===== src/rtl/rr_arb_pkg.sv =====
// Shared types and helpers for the round-robin packet arbiter.
package rr_arb_pkg;

  typedef enum logic {
    ARB_IDLE   = 1'b0,
    ARB_LOCKED = 1'b1
  } arb_state_t;

  // Increment modulo n, so the last requester wraps back to 0.
  function automatic int unsigned inc_mod(input int unsigned v, input int unsigned n);
    return (v + 1 >= n) ? 0 : v + 1;
  endfunction

endpackage


===== src/rtl/priority_encoder.sv =====
// Lowest-set-bit priority encoder; valid is high when any bit is set.
module priority_encoder #(
  parameter int WIDTH    = 4,
  parameter int IDX_BITS = $clog2(WIDTH)
) (
  input  logic [WIDTH-1:0]    vec,
  output logic [IDX_BITS-1:0] idx,
  output logic                valid
);

  // Scan downward so the lowest set bit is the last one written.
  always_comb begin
    idx   = '0;
    valid = 1'b0;
    for (int i = WIDTH - 1; i >= 0; i--) begin
      if (vec[i]) begin
        idx   = IDX_BITS'(i);
        valid = 1'b1;
      end
    end
  end

endmodule


===== src/rtl/rr_arb_mask_select.sv =====
// Round-robin winner selection: lowest request at or above ptr, else wrap to lowest request.
module rr_mask_select #(
  parameter int NUM_REQS = 4,
  parameter int IDX_BITS = $clog2(NUM_REQS)
) (
  input  logic [NUM_REQS-1:0] req,
  input  logic [IDX_BITS-1:0] ptr,
  output logic [IDX_BITS-1:0] winner,
  output logic                any
);

  logic [NUM_REQS-1:0] hi_mask;
  logic [NUM_REQS-1:0] hi;
  logic [IDX_BITS-1:0] hi_idx;
  logic [IDX_BITS-1:0] lo_idx;
  logic                hi_any;
  logic                lo_any;

  always_comb begin
    hi_mask = '0;
    for (int i = 0; i < NUM_REQS; i++) begin
      hi_mask[i] = (i >= int'(ptr));
    end
  end

  assign hi = req & hi_mask;

  priority_encoder #(.WIDTH(NUM_REQS), .IDX_BITS(IDX_BITS)) u_hi_enc (
    .vec   (hi),
    .idx   (hi_idx),
    .valid (hi_any)
  );

  priority_encoder #(.WIDTH(NUM_REQS), .IDX_BITS(IDX_BITS)) u_lo_enc (
    .vec   (req),
    .idx   (lo_idx),
    .valid (lo_any)
  );

  assign winner = hi_any ? hi_idx : lo_idx;
  assign any    = lo_any;

endmodule


===== src/rtl/rr_packet_arbiter.sv =====
// Round-robin arbiter that locks the grant to one requester until its tail flit
// (or a forced release at MAX_PKT_LEN flits) transfers.
module rr_packet_arbiter
  import rr_arb_pkg::*;
#(
  parameter int NUM_REQS    = 4,
  parameter int IDX_BITS    = $clog2(NUM_REQS),
  parameter int MAX_PKT_LEN = 16,
  parameter int CNT_BITS    = $clog2(MAX_PKT_LEN + 1)
) (
  input  logic                clk,
  input  logic                reset_n,
  input  logic [NUM_REQS-1:0] req,
  input  logic [NUM_REQS-1:0] req_tail,
  input  logic                out_ready,
  output logic [NUM_REQS-1:0] grant,
  output logic [IDX_BITS-1:0] grant_idx,
  output logic                grant_valid,
  output logic                fire,
  output logic                len_err,
  output arb_state_t          state,
  output logic [IDX_BITS-1:0] ptr
);

  // Handshake: a flit moves on a cycle where grant_valid, the granted requester's
  // req and out_ready are all high; nothing else may advance the packet.

  arb_state_t          state_d;
  logic [NUM_REQS-1:0] grant_d;
  logic [IDX_BITS-1:0] grant_idx_d;
  logic [IDX_BITS-1:0] ptr_d;
  logic [IDX_BITS-1:0] nxt_ptr;
  logic [CNT_BITS-1:0] flit_cnt;
  logic [CNT_BITS-1:0] flit_cnt_d;
  logic                len_err_d;
  logic [NUM_REQS-1:0] sel_req;
  logic [IDX_BITS-1:0] sel_ptr;
  logic [IDX_BITS-1:0] winner;
  logic                any_req;
  logic                is_tail;
  logic                last_flit;
  logic                release_now;

  assign grant_valid = (state == ARB_LOCKED);
  assign fire        = grant_valid & (|(grant & req)) & out_ready;
  assign is_tail     = |(grant & req_tail);
  assign last_flit   = (flit_cnt == CNT_BITS'(MAX_PKT_LEN - 1));
  assign release_now = fire & (is_tail | last_flit);
  assign nxt_ptr     = IDX_BITS'(inc_mod(32'(grant_idx), NUM_REQS));

  // While locked the selector only matters on release: evaluate with the advanced
  // pointer and the releasing requester removed so a new lock follows with no bubble.
  assign sel_ptr = grant_valid ? nxt_ptr : ptr;
  assign sel_req = grant_valid ? (req & ~grant) : req;

  rr_mask_select #(.NUM_REQS(NUM_REQS), .IDX_BITS(IDX_BITS)) u_select (
    .req    (sel_req),
    .ptr    (sel_ptr),
    .winner (winner),
    .any    (any_req)
  );

  always_comb begin
    state_d     = state;
    grant_d     = grant;
    grant_idx_d = grant_idx;
    ptr_d       = ptr;
    flit_cnt_d  = flit_cnt;
    len_err_d   = len_err;
    unique case (state)
      ARB_IDLE: begin
        if (any_req) begin
          state_d     = ARB_LOCKED;
          grant_d     = NUM_REQS'(1) << winner;
          grant_idx_d = winner;
          flit_cnt_d  = '0;
        end
      end
      ARB_LOCKED: begin
        if (fire) begin
          flit_cnt_d = flit_cnt + 1'b1;
        end
        if (release_now) begin
          ptr_d = nxt_ptr;
          if (!is_tail) begin
            len_err_d = 1'b1;
          end
          flit_cnt_d = '0;
          if (any_req) begin
            grant_d     = NUM_REQS'(1) << winner;
            grant_idx_d = winner;
          end else begin
            state_d     = ARB_IDLE;
            grant_d     = '0;
            grant_idx_d = '0;
          end
        end
      end
      default: begin
        state_d     = ARB_IDLE;
        grant_d     = '0;
        grant_idx_d = '0;
      end
    endcase
  end

  always_ff @(posedge clk) begin
    if (!reset_n) begin
      state     <= ARB_IDLE;
      grant     <= '0;
      grant_idx <= '0;
      ptr       <= '0;
      flit_cnt  <= '0;
      len_err   <= 1'b0;
    end else begin
      state     <= state_d;
      grant     <= grant_d;
      grant_idx <= grant_idx_d;
      ptr       <= ptr_d;
      flit_cnt  <= flit_cnt_d;
      len_err   <= len_err_d;
    end
  end

endmodule


===== config.mk =====
export PLATFORM = sky130hd
export DESIGN_NAME = rr_packet_arbiter
export DESIGN_NICKNAME = d
export VERILOG_FILES = /design/src/rtl/rr_arb_pkg.sv /design/src/rtl/priority_encoder.sv /design/src/rtl/rr_arb_mask_select.sv /design/src/rtl/rr_packet_arbiter.sv
export SDC_FILE = /design/constraint.sdc
export NUM_CORES = 1
export LEC_CHECK = 0
export CAP_MARGIN = 30
export CORE_ASPECT_RATIO = 1.25
export CORE_MARGIN = 4
export CORE_UTILIZATION = 45
export CTS_CLUSTER_SIZE = 14
export DETAILED_ROUTE_END_ITERATION = 8
export GPL_TIMING_DRIVEN = 1
export PLACE_DENSITY = 0.71
export SLEW_MARGIN = 20
export SYNTH_ARGS = -nofsm -noshare
export SYNTH_HDL_FRONTEND = slang
export SYNTH_HIERARCHICAL = 1
export SYNTH_SLANG_ARGS = --single-unit
export TNS_END_PERCENT = 20

===== constraint.sdc =====
create_clock -name clk -period 3.3 [get_ports clk]
set_input_delay 0.66 -clock clk [delete_from_list [all_inputs] [get_ports clk]]
set_output_delay 0.66 -clock clk [all_outputs]
set_load 0.01 [all_outputs]

==> metrics <==
Slew Limit Fails=0; first-pass GRT wire length=3698 µm; CTS buffer count=3; Worst Hold Launch=len_err; max incr delay on CP=0.50 ns; Rel. slew slack=64.68%; Crit Path Class=input pin to primary output; maximum VDD drop=0.1907 mV; Synth async-reset ratio=0%; PwrDens=372.3 mW/mm²; Post-CTS Setup Bufs=0; total negative slack=0 ns; hold buffers post-CTS=0; Synth Area in XOR/XNOR=0%; share of layout cells above drive strength 1=10.37%; n_diodes=0; Max Cap Viol=0; FF+latch count, synth=15; Total Wirelength=2194 µm; vias per std cell=5.794; wire per inst=14.15 µm; most frequent cell after synthesis=dfxtp_1; post-synthesis adder-cell area fraction=3.942%; DRT Pass-1 Iters=5; synth top area cells=dfxtp_1 (32%), mux2i_1 (5.3%), a21boi_0 (3.9%); routed wl met3=76 µm; placed cell area=0.001186 mm²; largest area contributor in the netlist=dfxtp_1; routed via count=898; Worst-path clk slew=0.09 ns; Final #Nets=150; area fraction in compound gates after synthesis=30.35%; crit path DAT=2.33 ns; Simple-Gate Fraction of Synth Area=16.69%; Setup Skew=0.008469 ns; die area=0.002920 mm²; initial core utilization=47.50%; fillers=176; # H-tree levels=1; Pwr Total=0.0004518 W; post-synth top area share=31.54%; Max Freq=334.8 MHz; Post-DP HPWL=1735 µm; Worst Tran Pin Value=0.5274 ns; Worst path most repeated cell=clkdlybuf4s50_1; FF+latch area=300.3 µm²; Mean Syn Cell Area=8.578 µm²; footprint of the multi-input gates=588.1 µm²; multiplexer area fraction after synthesis=10.78%; crit path from=req[1]; Top Metal Used=met4; ratio of final minimum period to clock period=90.51%; vias in the first global route=855; commonest cells in the netlist=dfxtp_1 (15), inv_1 (9), nor2_1 (8); Seq/Total Area, Yosys=31.54%; CP required=2.64 ns; cell area after layout=0.001214 mm²; RSZ-0062 raised after global routing=no; TritonCTS clock tree=yes; clk buf depth=2; die height=59.43 µm; number of top-level pins=23; Fin Hold WS=0.4871 ns; pre-CTS setup slack=0.3189 ns; synth warn=6; pin count of the biggest net entering global routing=15; Residual DRC=0; CP max stage cell=clkdlybuf4s50_1; Mapped Area=952.2 µm²; Crit Path Max Fanout=12; Antenna Nets Post-Route=0; core footprint=0.002004 mm²; gr ovfl total=0; crit path time final=2.987 ns; worst hold path type=flop to flop; area delta synth->final=27.46%; CTS Root Cell=clkbuf_4; Post-synth top flop=dfxtp_1; Clock Sinks=15; routed length on met1=954 µm; worst path cell trace=clkdlybuf4s50_1 > a22o_1 > o211ai_4 > inv_2 > clkdlybuf4s50_1; startpoint types=input pin; final worst-path setup slack=0.3133 ns; PostCTS Resize Cnt=0; die boundary width=49.14 µm; status=complete, no violations; Leak=0.4858 nW; IO Port Bufs=22; library cells used by synthesis=35; crit end category=primary output; largest family of logic cells by synthesized area=compound AO/OA/AOI/OAI gates; Clock Latency Late Sink=0.29 ns; Core Rows=18; met2 wire length=1115 µm; antenna violations before repair=0; Final Setup Violations=0; r2r startpoint=grant_valid; drt initial violations=19; Mapped Cells=111; Post-synth EDFFs=0; syn_nets=125; GRT Overall Usage=16.29%; Placer Congestion=0.8948; Final Hold Fails=0
-- cells in the final DEF, fill, tap and decap left out, drive strengths merged --
master         synthesis  final
a21boi                 6      6
dfxtp                 15     15
ha                     3      3
o21a                   2      2
clkinv                 0      1
nor2                   8      8
a31oi                  1      1
nand3b                 1      1
a2111o                 3      3
o2111ai                3      3
mux2i                  5      5
nor3b                  1      1
buf                    2      2
nand3                  4      4
nor3                   6      6
a21oi                  7      7
nor2b                  1      1
mux2                   4      4
o21ai                  5      5
nand2                  7      7
nand2b                 3      3
o211ai                 2      2
a22o                   4      4
a211oi                 1      1
o22ai                  1      1
and3                   1      1
o32ai                  2      2
clkdlybuf4s50          0     22
or3                    1      1
clkbuf                 2      3
inv                   10     10
-- power by group --
group | internal [W] | leakage [nW] | switching, W | total, W
clock network | 0.0000450 | 0.0177 | 0.0000620 | 0.000107
logic | 0.0000708 | 0.346 | 0.0000698 | 0.000141
registers | 0.000191 | 0.122 | 0.0000132 | 0.000204
-- metal layers --
layer  vias to the layer above  global-route usage (%)
met5                         -                       0
met3                         5                   2.519
li1                        455                       -
met2                        26                   30.27
met1                       412                   18.24
met4                         0                   7.317
-- critical path, delay by kind of cell --
| family | cells | cell delay, ns |
|---|---|---|
| buf+inv | 3 | 1.08 |
| compound gates | 2 | 0.57 |
-- through the flow --
| stage | utilization, % | std cells |
|---|---|---|
| after CTS | 60.55 | 155 |
| after detailed placement | 59.18 | 151 |
| after global placement | 59.18 | 151 |
| after global routing | 60.55 | 155 |
| final | 60.55 | 155 |
| after floorplan | - | 111 |
-- kinds of logic after synthesis --
logic type / after synthesis
AO/OA/AOI/OAI: 37
adder cells (fa/ha/maj): 3
AND/OR/NAND/NOR: 33
multiplexers: 9
flip-flops: 15
buffers and inverters: 14
-- path summary, 6_finish.rpt --
check / depth (start not counted) / to / slack, ns
hold reg to reg: 2 / len_err / 0.49
setup reg to reg: 7 / grant[0] / 0.78
hold / removal: 2 / len_err / 0.49
setup / recovery: 5 / fire / 0.31
-- registers in the layout, indices dropped and copies added, names as in the netlist --
register,cells
grant,4
len_err,1
ptr,2
flit_cnt,5
grant_idx,2
grant_valid,1
-- layout make-up --
cell class              instances  area share [%]
clock buffers                   3           1.856
clock inverters                 1          0.4124
inverters                      10           3.093
multi-input cells              82           48.45
flip-flops and latches         15           24.74
well taps                      20           2.062
repair buffers                 24           19.38
Note: power is estimated with default switching activity, not from simulation.
